===== config.mk =====
export PLATFORM = sky130hd
export DESIGN_NAME = coin_payer
export DESIGN_NICKNAME = d
export VERILOG_FILES = /design/src/rtl/coin_payer_pkg.sv /design/src/rtl/coin_payer_timer.sv /design/src/rtl/coin_payer.sv
export SDC_FILE = /design/constraint.sdc
export NUM_CORES = 1
export LEC_CHECK = 0
export ABC_CLOCK_PERIOD_IN_PS = 6110
export BUFFER_PORTS_ARGS = -buffer_cell sky130_fd_sc_hd__buf_2
export CORE_MARGIN = 4
export CORE_UTILIZATION = 45
export DETAILED_ROUTE_END_ITERATION = 16
export PLACE_DENSITY = 0.71
export SKIP_CTS_REPAIR_TIMING = 1
export SYNTH_ARGS = -nofsm -noshare
export SYNTH_HDL_FRONTEND = slang
export SYNTH_SLANG_ARGS = --single-unit

===== constraint.sdc =====
create_clock -name sys_clk -period 6.11 [get_ports sys_clk]
set_clock_uncertainty 0.2 [all_clocks]
set_input_delay 0 -clock sys_clk [delete_from_list [all_inputs] [get_ports sys_clk]]
set_output_delay 0 -clock sys_clk [all_outputs]
set_load 0.05 [all_outputs]

===== src/rtl/coin_payer_pkg.sv =====
// ============================================================================
// Module   : coin_payer_pkg
// Purpose  : Shared constants and helpers for the coin_payer initiator:
//            one-hot state encoding, coin values and the coin-choice rule.
// Config   : COIN_PAYER_OVERPAY_EN selects the overpaying coin rule.
// Revision : 1.0 - initial release
// ============================================================================
`default_nettype none

package coin_payer_pkg;

    // One-hot FSM state encoding
    localparam logic [4:0] IDLE = 5'b00001;
    localparam logic [4:0] SEND = 5'b00010;
    localparam logic [4:0] GAP  = 5'b00100;
    localparam logic [4:0] WAIT = 5'b01000;
    localparam logic [4:0] DONE = 5'b10000;

    // Coin values in half-unit steps
    localparam logic [4:0] HALF = 5'd1;
    localparam logic [4:0] ONE  = 5'd2;

    // Returns 1 when the next coin should be a one-unit coin.
    function automatic logic pick_one(input logic [4:0] rem, input logic pref_one);
`ifdef COIN_PAYER_OVERPAY_EN
        // Always pay with one-unit coins; the final coin may overpay by a half.
        return pref_one && (rem != 5'd0);
`else
        // Never send a one-unit coin when only a half remains: exact payment.
        return pref_one && (rem >= 5'd2);
`endif
    endfunction

endpackage

`default_nettype wire


===== src/rtl/coin_payer_timer.sv =====
// ============================================================================
// Module   : payer_timer
// Purpose  : Loadable 8-bit down-counter with zero flag, shared by the
//            inter-coin gap and the beverage wait timeout.
// Revision : 1.0 - initial release
// ============================================================================
`default_nettype none

module payer_timer (
    input  logic       clk_i,
    input  logic       rst_i,
    input  logic       load_i,
    input  logic [7:0] load_val_i,
    input  logic       dec_i,
    output logic       zero_o
);

    logic [7:0] cnt_q;

    // Load has priority over decrement; the count holds at zero.
    always_ff @(posedge clk_i) begin
        if (rst_i) begin
            cnt_q <= 8'd0;
        end else if (load_i) begin
            cnt_q <= load_val_i;
        end else if (dec_i && (cnt_q != 8'd0)) begin
            cnt_q <= cnt_q - 8'd1;
        end
    end

    assign zero_o = (cnt_q == 8'd0);

endmodule

`default_nettype wire


===== src/rtl/coin_payer.sv =====
// ============================================================================
// Module   : coin_payer
// Purpose  : Customer-side initiator for the vending-machine coin interface.
//            Emits one-cycle coin pulses until the price is paid, waits for
//            the beverage and change pulses, and keeps saturating counts of
//            beverages and change received.
// Config   : COIN_PAYER_OVERPAY_EN - with pref_one, always pay one-unit
//            coins (may overpay by one half, one change pulse expected).
// Revision : 1.0 - initial release
// ============================================================================
`default_nettype none

module coin_payer
    import coin_payer_pkg::*;
#(
    parameter int PRICE_HALVES = 3,
    parameter int GAP_CYCLES   = 2,
    parameter int TIMEOUT      = 8,
    parameter int CNT_W        = 8
) (
    input  logic             sys_clk,
    input  logic             sys_rst,
    input  logic             buy_req,
    input  logic             buy_pref_one,
    output logic             po_money_one,
    output logic             po_money_half,
    input  logic             pi_beverage,
    input  logic             pi_money,
    output logic             busy,
    output logic             done,
    output logic             err_timeout,
    output logic             err_change,
    output logic [CNT_W-1:0] vend_cnt,
    output logic [CNT_W-1:0] change_cnt
);

    localparam logic [4:0]       PRICE_LD = 5'(PRICE_HALVES);
    // GAP timer counts down to zero, so GAP lasts exactly GAP_CYCLES cycles.
    localparam logic [7:0]       GAP_LD   = 8'(GAP_CYCLES - 1);
    localparam logic [7:0]       WAIT_LD  = 8'(TIMEOUT - 1);
    localparam logic [CNT_W-1:0] CNT_INC  = CNT_W'(1);

    logic [4:0] state_q, state_d;
    logic [4:0] rem_q, rem_d;
    logic       pref_q, pref_d;
    logic       over_q, over_d;      // last coin overpaid: one change pulse expected
    logic       one_q, one_d;
    logic       half_q, half_d;
    logic       busy_q, busy_d;
    logic       done_q, done_d;
    logic       eto_q, eto_d;
    logic       ech_q, ech_d;
    logic [CNT_W-1:0] vend_q, chg_q;

    logic       tmr_load, tmr_dec, tmr_zero;
    logic [7:0] tmr_val;

    logic       send_coin, coin_is_one, coin_pref;
    logic [4:0] coin_rem, coin_val;

    payer_timer u_timer (
        .clk_i      (sys_clk),
        .rst_i      (sys_rst),
        .load_i     (tmr_load),
        .load_val_i (tmr_val),
        .dec_i      (tmr_dec),
        .zero_o     (tmr_zero)
    );

    // Next-state, coin selection and output pulse decode.
    // A coin is registered on the edge entering SEND so it is visible during SEND.
    always_comb begin
        state_d     = state_q;
        rem_d       = rem_q;
        pref_d      = pref_q;
        over_d      = over_q;
        one_d       = 1'b0;
        half_d      = 1'b0;
        done_d      = 1'b0;
        eto_d       = 1'b0;
        ech_d       = 1'b0;
        tmr_load    = 1'b0;
        tmr_val     = 8'd0;
        tmr_dec     = 1'b0;
        send_coin   = 1'b0;
        coin_rem    = rem_q;
        coin_pref   = pref_q;
        coin_is_one = 1'b0;
        coin_val    = HALF;

        case (state_q)
            IDLE: begin
                if (buy_req) begin
                    state_d   = SEND;
                    pref_d    = buy_pref_one;
                    over_d    = 1'b0;
                    coin_rem  = PRICE_LD;
                    coin_pref = buy_pref_one;
                    send_coin = 1'b1;
                end
            end
            SEND: begin
                if (rem_q != 5'd0) begin
                    if (GAP_CYCLES == 0) begin
                        send_coin = 1'b1;
                    end else begin
                        state_d  = GAP;
                        tmr_load = 1'b1;
                        tmr_val  = GAP_LD;
                    end
                end else begin
                    state_d  = WAIT;
                    tmr_load = 1'b1;
                    tmr_val  = WAIT_LD;
                end
            end
            GAP: begin
                if (tmr_zero) begin
                    state_d   = SEND;
                    send_coin = 1'b1;
                end else begin
                    tmr_dec = 1'b1;
                end
            end
            WAIT: begin
                if (pi_beverage) begin
                    state_d = DONE;
                    done_d  = 1'b1;
                    ech_d   = (pi_money != over_q);
                end else if (tmr_zero) begin
                    state_d = IDLE;
                    eto_d   = 1'b1;
                end else begin
                    tmr_dec = 1'b1;
                end
            end
            DONE: begin
                state_d = IDLE;
            end
            default: begin
                state_d = IDLE;
            end
        endcase

        if (send_coin) begin
            state_d     = SEND;
            coin_is_one = pick_one(coin_rem, coin_pref);
            coin_val    = coin_is_one ? ONE : HALF;
            one_d       = coin_is_one;
            half_d      = !coin_is_one;
            if (coin_val > coin_rem) begin
                rem_d  = 5'd0;
                over_d = 1'b1;
            end else begin
                rem_d  = coin_rem - coin_val;
            end
        end

        busy_d = (state_d != IDLE);
    end

    // State and registered outputs; reset aborts any purchase in progress.
    always_ff @(posedge sys_clk) begin
        if (sys_rst) begin
            state_q <= IDLE;
            rem_q   <= 5'd0;
            pref_q  <= 1'b0;
            over_q  <= 1'b0;
            one_q   <= 1'b0;
            half_q  <= 1'b0;
            busy_q  <= 1'b0;
            done_q  <= 1'b0;
            eto_q   <= 1'b0;
            ech_q   <= 1'b0;
        end else begin
            state_q <= state_d;
            rem_q   <= rem_d;
            pref_q  <= pref_d;
            over_q  <= over_d;
            one_q   <= one_d;
            half_q  <= half_d;
            busy_q  <= busy_d;
            done_q  <= done_d;
            eto_q   <= eto_d;
            ech_q   <= ech_d;
        end
    end

    // Saturating counts of every beverage / change pulse, in any state.
    always_ff @(posedge sys_clk) begin
        if (sys_rst) begin
            vend_q <= '0;
            chg_q  <= '0;
        end else begin
            if (pi_beverage && (vend_q != '1)) begin
                vend_q <= vend_q + CNT_INC;
            end
            if (pi_money && (chg_q != '1)) begin
                chg_q <= chg_q + CNT_INC;
            end
        end
    end

    assign po_money_one  = one_q;
    assign po_money_half = half_q;
    assign busy          = busy_q;
    assign done          = done_q;
    assign err_timeout   = eto_q;
    assign err_change    = ech_q;
    assign vend_cnt      = vend_q;
    assign change_cnt    = chg_q;

endmodule

`default_nettype wire


==> impl_metrics.sql, run 1 <==
INSERT INTO impl_metrics (metric_group, metric, value, unit) VALUES
('setup_path', 'setup.worst_path.class', 'register to register', ''),
('route', 'detail-route-antenna-nets', '0', ''),
('grt', 'grt-ovfl-total', '0', ''),
('pwr', 'comb_power_share', '20.6', '%'),
('synthesis', 'avgSynthCellArea', '8.71', 'µm²'),
('finish', 'drive_gt1_share', '17.3', '%'),
('setup_path', 'cp_slowest_stage_delay', '580', 'ps'),
('route', 'detail_route.iter0.violations', '142', ''),
('setup_path', 'critical_path_required', '6150', 'ps'),
('status', 'result_of_the_run', 'finished, final reports clean', ''),
('clock_network', 'clock_tree_from_tritoncts', 'built', ''),
('timing', 'final_period_minus_worst_setup_slack', '2930', 'ps'),
('place', 'finalWeightedCongestion', '0.780', ''),
('job', 'maxCapViolCount', '0', ''),
('die', 'core_area', '0.00450', 'mm²'),
('timing', 'post_route_fraction_of_the_period_consumed_by_the_critical_path', '48.0', '%'),
('setup_path', 'reg2reg_setup_slack', '3180', 'ps'),
('finish', 'syn2layout_area_growth', '15.5', '%'),
('route', 'first_pass_detailed_route_iteration_total', '4', ''),
('finish', 'layout.cells.most_common_list', '42 x sky130_fd_sc_hd__dfxtp_1, 27 x sky130_fd_sc_hd__buf_2, 24 x sky130_fd_sc_hd__nor2_1', ''),
('timing', 'final_max_slew_violation_count', '0', ''),
('synthesis', 'synth_edf_count', '0', ''),
('die', 'dieHeight', '77.2', 'µm'),
('grt', 'grt_use_total', '15.6', '%'),
('clock_network', 'cts.path.max_buffers', '2', ''),
('pwr', 'share_clk_of_total_power', '33.6', '%'),
('clock_network', 'cts-buffers-inserted', '5', ''),
('setup_path', 'worst_ep_arrival_time', '2970', 'ps'),
('timing', 'final.setup.worst_slack', '3180', 'ps'),
('pwr', 'power_report.internal_total', '0.467', 'mW'),
('setup_path', 'critical-path-slowest-cell', 'sky130_fd_sc_hd__or3b_2', ''),
('timing', 'clock.fmax', '341', 'MHz'),
('finish', 'final_util', '55.2', '%'),
('synthesis', 'synthesized_area', '0.00215', 'mm²'),
('route', 'route.detailed.drc', '0', ''),
('setup_path', 'worst_setup_path_end_kind', 'register', ''),
('die', 'initial_core_utilization', '47.8', '%'),
('timing', 'report.final.hold_viol_count', '0', ''),
('place', 'io_buffers', '27', ''),
('timing', 'worst_pin_slew', '1050', 'ps'),
('synthesis', 'ys_async_sr_fraction', '0', '%'),
('die', 'dieArea', '0.00595', 'mm²'),
('hold_path', 'min-delay-path-class', 'primary input to register', ''),
('timing', 'slew_headroom', '28.9', '%'),
('pwr', 'share_seq_of_total_power', '45.8', '%'),
('synthesis', 'total_nets_after_synthesis', '260', ''),
('route', 'post_dr_wirelength_cell', '13.4', 'µm'),
('finish', 'antenna_cells', '0', ''),
('synthesis', 'synth-warning-count', '0', ''),
('pwr', 'power.switching_fraction', '28.6', '%'),
('setup_path', 'timing.critical_path.from_type', 'register', ''),
('die', 'io_pins', '28', ''),
('clock_network', 'worst_skew_pair.late_latency', '290', 'ps'),
('clock_network', 'htree_num_levels', '2', ''),
('finish', 'layout.nets', '291', ''),
('grt', 'number_of_antenna_violations_at_the_first_check_in_global_routing', '0', ''),
('synthesis', 'yosys_register_bits', '42', ''),
('timing', 'setup_viol', '0', ''),
('setup_path', 'timing.critical_path.cells', 'or3b_2 -> nor2_4 -> a2bb2oi_2 -> ha_1 -> fa_1 -> a2111oi_0 -> a41o_1', ''),
('timing', 'grt_setup_unrepaired', 'false', ''),
('pwr', 'worst_ir_drop_vdd', '0.168', 'mV'),
('clock_network', 'cts.root.buffer_cell', 'sky130_fd_sc_hd__clkbuf_8', ''),
('route', 'num_vias', '1895', ''),
('setup_path', 'crit_buf_inv', '0', ''),
('route', 'wirelength', '4.43', 'mm'),
('synthesis', 'yosys.cell_types.count', '53', ''),
('clock_network', 'clkSinkCount', '42', ''),
('pwr', 'p_per_area', '263', 'mW/mm²'),
('pwr', 'power.switching', '0.187', 'mW'),
('setup_path', 'path_delay_family', 'simple AND/OR/NAND/NOR gates', ''),
('die', 'die_w', '77.2', 'µm');
state kept, by name, indices dropped and copies added (netlist names), 5 cells and up:
register,flops
change_cnt,8
u_timer.cnt_q,8
vend_cnt,8
rem_q,5
state_q,5
cell usage after synthesis (2+ instances only):
master                       n  area share (%)
sky130_fd_sc_hd__nand2b_1    5             1.5
sky130_fd_sc_hd__inv_1      10             1.7
sky130_fd_sc_hd__or3b_2      4             1.6
sky130_fd_sc_hd__nand3_1     4            0.93
sky130_fd_sc_hd__mux2i_1     6             2.8
sky130_fd_sc_hd__o31ai_1     2            0.70
sky130_fd_sc_hd__nor4_1      4             1.2
sky130_fd_sc_hd__nand2_1    14             2.4
sky130_fd_sc_hd__ha_1        6             3.5
sky130_fd_sc_hd__o21ai_0    13             3.0
sky130_fd_sc_hd__or3_1       7             2.0
sky130_fd_sc_hd__a21oi_1    10             2.3
sky130_fd_sc_hd__nand4_1     5             1.5
sky130_fd_sc_hd__nor2b_1     4             1.2
sky130_fd_sc_hd__clkbuf_1    7             1.2
sky130_fd_sc_hd__a211oi_1    4             1.4
sky130_fd_sc_hd__o2111ai_1   3             1.2
sky130_fd_sc_hd__a32o_1      2            0.93
sky130_fd_sc_hd__and3_1      6             1.7
sky130_fd_sc_hd__xor2_1      8             3.3
sky130_fd_sc_hd__and2_1      3            0.87
sky130_fd_sc_hd__or4_1       4             1.4
sky130_fd_sc_hd__o211ai_1    7             2.4
sky130_fd_sc_hd__nor2_1     24             4.2
sky130_fd_sc_hd__nor3_1     12             2.8
sky130_fd_sc_hd__o21a_1      2            0.70
sky130_fd_sc_hd__or2_2       3            0.87
sky130_fd_sc_hd__xnor2_1     2            0.81
sky130_fd_sc_hd__dfxtp_1    42              39
routing by layer:
metal / part of all wire [%] / track usage [%] / up-vias
li1: - / - / 968
met1: 48 / 20.0 / 881
met2: 45 / 24.4 / 41
met3: 4.6 / 4.45 / 5
met4: 1.5 / 6.94 / 0
met5: 0 / 0 / -
cell families (layout without fill, tap and decap cells):
family | count (synthesis) | after routing | share of synthesized area (%)
AND/OR/NAND/NOR | 106 | 106 | 27.8
AO/OA/AOI/OAI | 56 | 56 | 18.3
flip-flops | 42 | 42 | 39.1
buffers and inverters | 20 | 51 | 3.49
XOR/XNOR | 10 | 10 | 4.07
adder cells (fa/ha/maj) | 7 | 7 | 4.42
multiplexers | 6 | 6 | 2.79
through the flow:
step,area [µm²],total power [mW],instances,hold WS [ps]
after floorplan,2150,0.408,247,-64.0
final,2480,0.654,330,10.3
after global routing,2480,0.690,330,38.3
after detailed placement,2320,0.437,318,75.8
after CTS,2430,0.660,325,-247
after global placement,2320,0.435,318,73.4
area by class of cell:
cell class / count / area (µm²)
fillers: 409 / 2020
multi-input cells: 185 / 1240
flip-flops and latches: 42 / 841
repair buffers: 32 / 185
clock buffers: 6 / 82.6
well taps: 52 / 65.1
inverters: 12 / 45.0
clock inverters: 1 / 30.0
power groups by stage:
stage	registers [mW]	logic (mW)	clock network [mW]
floorplan	0.319	0.0891	0
global route	0.301	0.149	0.239
global placement	0.305	0.130	0
finish	0.299	0.135	0.220
detailed placement	0.305	0.133	0
CTS	0.299	0.133	0.228
final timing paths:
path | cells after the start | from | to
max reg2reg | 7 | state_q[0] | rem_q[2]
min reg2reg | 2 | u_timer.cnt_q[6] | u_timer.cnt_q[6]
min | 2 | sys_rst | vend_cnt[3]
max | 7 | state_q[0] | rem_q[2]
Power figures use the tool's default switching activity.
==> run 2: changes to the inputs <==
--- a/config.mk
+++ b/config.mk
@@ -5,7 +5,8 @@
 export SDC_FILE = /design/constraint.sdc
 export NUM_CORES = 1
 export LEC_CHECK = 0
-export ABC_CLOCK_PERIOD_IN_PS = 6110
+export ABC_AREA = 1
+export ABC_CLOCK_PERIOD_IN_PS = 2800
 export BUFFER_PORTS_ARGS = -buffer_cell sky130_fd_sc_hd__buf_2
 export CORE_MARGIN = 4
 export CORE_UTILIZATION = 45
==> constraint.sdc (replaced) <==
create_clock -name sys_clk -period 2.8 [get_ports sys_clk]
set_clock_uncertainty 0.2 [all_clocks]
set_input_delay 0 -clock sys_clk [delete_from_list [all_inputs] [get_ports sys_clk]]
set_output_delay 0 -clock sys_clk [all_outputs]
set_load 0.05 [all_outputs]
==> impl_metrics.sql, run 2 <==
INSERT INTO impl_metrics (metric_group, metric, value, unit) VALUES
('route', 'first_pass_detailed_route_iteration_total', '4', ''),
('timing', 'report.final.hold_viol_count', '0', ''),
('route', 'detail-route-antenna-nets', '0', ''),
('grt', 'grt_max_degree', '27', ''),
('timing', 'setup_viol', '0', ''),
('synthesis', 'synthesized_area', '0.00219', 'mm²'),
('timing', 'fin_setup_tns', '0', 'ps'),
('place', 'hpwl', '3.30', 'mm'),
('synthesis', 'synth-warning-count', '0', ''),
('setup_path', 'reg2reg_setup_slack', '240', 'ps'),
('timing', 'slew_headroom', '53.3', '%'),
('setup_path', 'timing.critical_path.from_type', 'register', ''),
('pwr', 'comb_power_share', '26.9', '%'),
('finish', 'layout.cells.most_common', 'sky130_fd_sc_hd__nand2_1', ''),
('clock_network', 'cts.reportedPaths.clkPinSlew', '80', 'ps'),
('synthesis', 'cell_types_with_the_largest_area_share_after_synthesis', 'sky130_fd_sc_hd__dfxtp_1 38%, sky130_fd_sc_hd__nand2_1 9.8%, sky130_fd_sc_hd__nand3_1 6.6%', ''),
('status', 'result_of_the_run', 'finished, final reports clean', ''),
('synthesis', 'dominantRegCellSynth', 'sky130_fd_sc_hd__dfxtp_1', ''),
('hold_path', 'startpoint_of_the_tightest_hold_check_path', 'u_timer.cnt_q[0]', ''),
('grt', 'first_global_vias', '1870', ''),
('setup_path', 'reg2regPathDepth', '15', ''),
('finish', 'fin_area', '0.00252', 'mm²'),
('clock_network', 'clock_tree_from_tritoncts', 'built', ''),
('timing', 'worst_pin_slew', '700', 'ps'),
('clock_network', 'cts-buffers-inserted', '5', ''),
('setup_path', 'critical_path_required', '2760', 'ps'),
('grt', 'grt_use_total', '15.6', '%'),
('pwr', 'power.switching', '0.469', 'mW'),
('synthesis', 'synth_most_common_cell', 'sky130_fd_sc_hd__nand2_1', ''),
('finish', 'drive_gt1_share', '17.3', '%'),
('finish', 'layout.nets', '348', ''),
('timing', 'final_max_slew_violation_count', '0', ''),
('pwr', 'power.switching_fraction', '33.3', '%'),
('pwr', 'share_seq_of_total_power', '47.3', '%'),
('place', 'io_buffers', '27', ''),
('finish', 'antenna_cells', '0', ''),
('pwr', 'power_report.internal_total', '0.939', 'mW'),
('timing', 'final_period_minus_worst_setup_slack', '2560', 'ps'),
('die', 'count_of_standard_cell_rows', '25', ''),
('route', 'num_vias', '1989', ''),
('route', 'route.detailed.drc', '0', ''),
('route', 'detail_route.iter0.violations', '108', ''),
('clock_network', 'clkSinkCount', '42', ''),
('clock_network', 'cts.root.buffer_cell', 'sky130_fd_sc_hd__clkbuf_8', ''),
('pwr', 'share_clk_of_total_power', '25.8', '%'),
('route', 'wirelength', '4.51', 'mm'),
('synthesis', 'netlist_top_cells_count', '57 x sky130_fd_sc_hd__nand2_1, 42 x sky130_fd_sc_hd__dfxtp_1, 38 x sky130_fd_sc_hd__inv_1, 29 x sky130_fd_sc_hd__nand3_1, 28 x sky130_fd_sc_hd__nor2_1', ''),
('clock_network', 'htree_num_levels', '2', ''),
('finish', 'final_util', '53.4', '%'),
('die', 'die_w', '77.7', 'µm'),
('clock_network', 'cts.path.max_buffers', '2', ''),
('setup_path', 'worst_ep_arrival_time', '2520', 'ps'),
('synthesis', 'ys_async_sr_fraction', '0', '%'),
('synthesis', 'netlist.area_leader.share', '38.4', '%'),
('setup_path', 'path_max_fanout', '9', ''),
('job', 'maxCapViolCount', '0', ''),
('grt', 'wire_length_of_the_first_global_routing_pass', '7.79', 'mm'),
('timing', 'grt_setup_unrepaired', 'false', ''),
('setup_path', 'worstReg2RegStart', 'state_q[0]', ''),
('synthesis', 'yosys.cell_types.count', '34', ''),
('hold_path', 'holdPathStages', '2', ''),
('pwr', 'p_per_area', '558', 'mW/mm²'),
('route', 'post_drt_via_cell_ratio', '4.95', ''),
('synthesis', 'yosys_register_bits', '42', ''),
('finish', 'fill_cell_instance_count_of_the_final_layout', '461', ''),
('synthesis', 'avgSynthCellArea', '7.29', 'µm²'),
('finish', 'area.sequential', '841', 'µm²'),
('die', 'dieHeight', '77.7', 'µm'),
('place', 'finalWeightedCongestion', '0.815', ''),
('clock_network', 'worst_skew_pair.late_latency', '290', 'ps'),
('hold_path', 'min-delay-path-class', 'register to register', ''),
('synthesis', 'post-synth-top-area-cell', 'sky130_fd_sc_hd__dfxtp_1', ''),
('finish', 'syn2layout_area_growth', '15.3', '%'),
('die', 'dieArea', '0.00604', 'mm²'),
('pwr', 'worst_ir_drop_vdd', '0.239', 'mV'),
('grt', 'grt-ovfl-total', '0', ''),
('timing', 'clock.fmax', '391', 'MHz'),
('synthesis', 'syn-instance-count', '300', ''),
('die', 'io_pins', '28', ''),
('synthesis', 'seq_area_frac_synth', '38.4', '%'),
('synthesis', 'synth_edf_count', '0', ''),
('place', 'post_dp_cell_area', '0.00238', 'mm²'),
('route', 'post_dr_wirelength_cell', '11.2', 'µm'),
('grt', 'number_of_antenna_violations_at_the_first_check_in_global_routing', '0', ''),
('finish', 'layout.cells.most_common_list', '57 x sky130_fd_sc_hd__nand2_1, 42 x sky130_fd_sc_hd__dfxtp_1, 38 x sky130_fd_sc_hd__inv_1', ''),
('setup_path', 'worst_setup_path_end_kind', 'register', ''),
('die', 'core_area', '0.00472', 'mm²'),
('finish', 'multiInputGateArea', '0.00116', 'mm²'),
('pwr', 'p_leak', '1.19', 'nW'),
('synthesis', 'total_nets_after_synthesis', '313', ''),
('timing', 'post_route_fraction_of_the_period_consumed_by_the_critical_path', '91.4', '%'),
('setup_path', 'setup.worst_path.class', 'register to register', ''),
('setup_path', 'critPathLaunch', 'state_q[0]', ''),
('die', 'initial_core_utilization', '46.3', '%');
==> run 2: cell types whose count changed after synthesis, moves of 6 or more <==
cell / change
sky130_fd_sc_hd__inv_1: +28
sky130_fd_sc_hd__nand3_1: +25
sky130_fd_sc_hd__o211ai_1: -7
sky130_fd_sc_hd__a21oi_1: +17
sky130_fd_sc_hd__or3_1: -7
sky130_fd_sc_hd__nand2_1: +43
sky130_fd_sc_hd__mux2i_1: -6
==> run 2: worst max-delay path, stage by stage, from the launching register on <==
cell and delay (ps):
sky130_fd_sc_hd__dfxtp_1 380, sky130_fd_sc_hd__inv_1 100, sky130_fd_sc_hd__nor2_4 130, sky130_fd_sc_hd__nand4_4 190, sky130_fd_sc_hd__inv_2 120, sky130_fd_sc_hd__nand2_1 50, sky130_fd_sc_hd__o21ai_1 100, sky130_fd_sc_hd__nand2_1 140
sky130_fd_sc_hd__ha_1 250, sky130_fd_sc_hd__fa_1 430, sky130_fd_sc_hd__nand2_1 90, sky130_fd_sc_hd__nand2_1 40, sky130_fd_sc_hd__nand2_1 50, sky130_fd_sc_hd__nor2_1 40, sky130_fd_sc_hd__nor2_1 80, sky130_fd_sc_hd__nor2_1 40
==> run 2: metrics by stage <==
step	std cells	total power, mW	worst slack, ps	hold slack (ps)
2_1_floorplan	300	0.980	495	-13.9
3_3_place_gp	389	1.05	384	118
3_5_place_dp	389	1.05	261	121
4_1_cts	396	1.42	236	-192
5_1_grt	402	1.50	23.4	284
6_report	402	1.41	241	268
==> run 2: power groups by stage <==
| stage | Combinational, mW | Sequential [mW] | Clock (mW) |
|---|---|---|---|
| floorplan | 0.273 | 0.708 | 0 |
| global placement | 0.369 | 0.679 | 0 |
| detailed placement | 0.374 | 0.680 | 0 |
| CTS | 0.376 | 0.666 | 0.379 |
| global route | 0.428 | 0.672 | 0.401 |
| finish | 0.379 | 0.666 | 0.363 |
==> run 2: worst paths after layout <==
path | end
worst max-delay path | rem_q[4]
worst max register to register | rem_q[4]
worst min register to register | u_timer.cnt_q[0]
worst min-delay path | u_timer.cnt_q[0]
==> run 2: final cells by class <==
cell class / count / share of cell area [%]
Sequential cell: 42 / 33.3
Multi-Input combinational cell: 210 / 45.9
Clock inverter: 2 / 0.397
Timing Repair Buffer: 34 / 8.04
Tap cell: 67 / 3.33
Inverter: 42 / 6.25
Clock buffer: 5 / 2.73
==> run 2: kinds of logic (layout without fill, tap and decap cells) <==
group | after synthesis | in the layout | share of synthesized area [%]
AND/OR/NAND/NOR | 145 | 145 | 32.4
buffers and inverters | 48 | 83 | 8.64
AO/OA/AOI/OAI | 46 | 46 | 11.4
flip-flops | 42 | 42 | 38.4
XOR/XNOR | 12 | 12 | 4.81
adder cells (fa/ha/maj) | 7 | 7 | 4.35
==> run 2: layer usage <==
layer / up-vias / share of wire [%] / GRT usage (%)
met2: 34 / 48 / 28.6
met5: - / 0 / 0
met4: 0 / 1.5 / 4.98
met1: 913 / 46 / 17.1
li1: 1034 / - / -
met3: 8 / 4.8 / 4.41
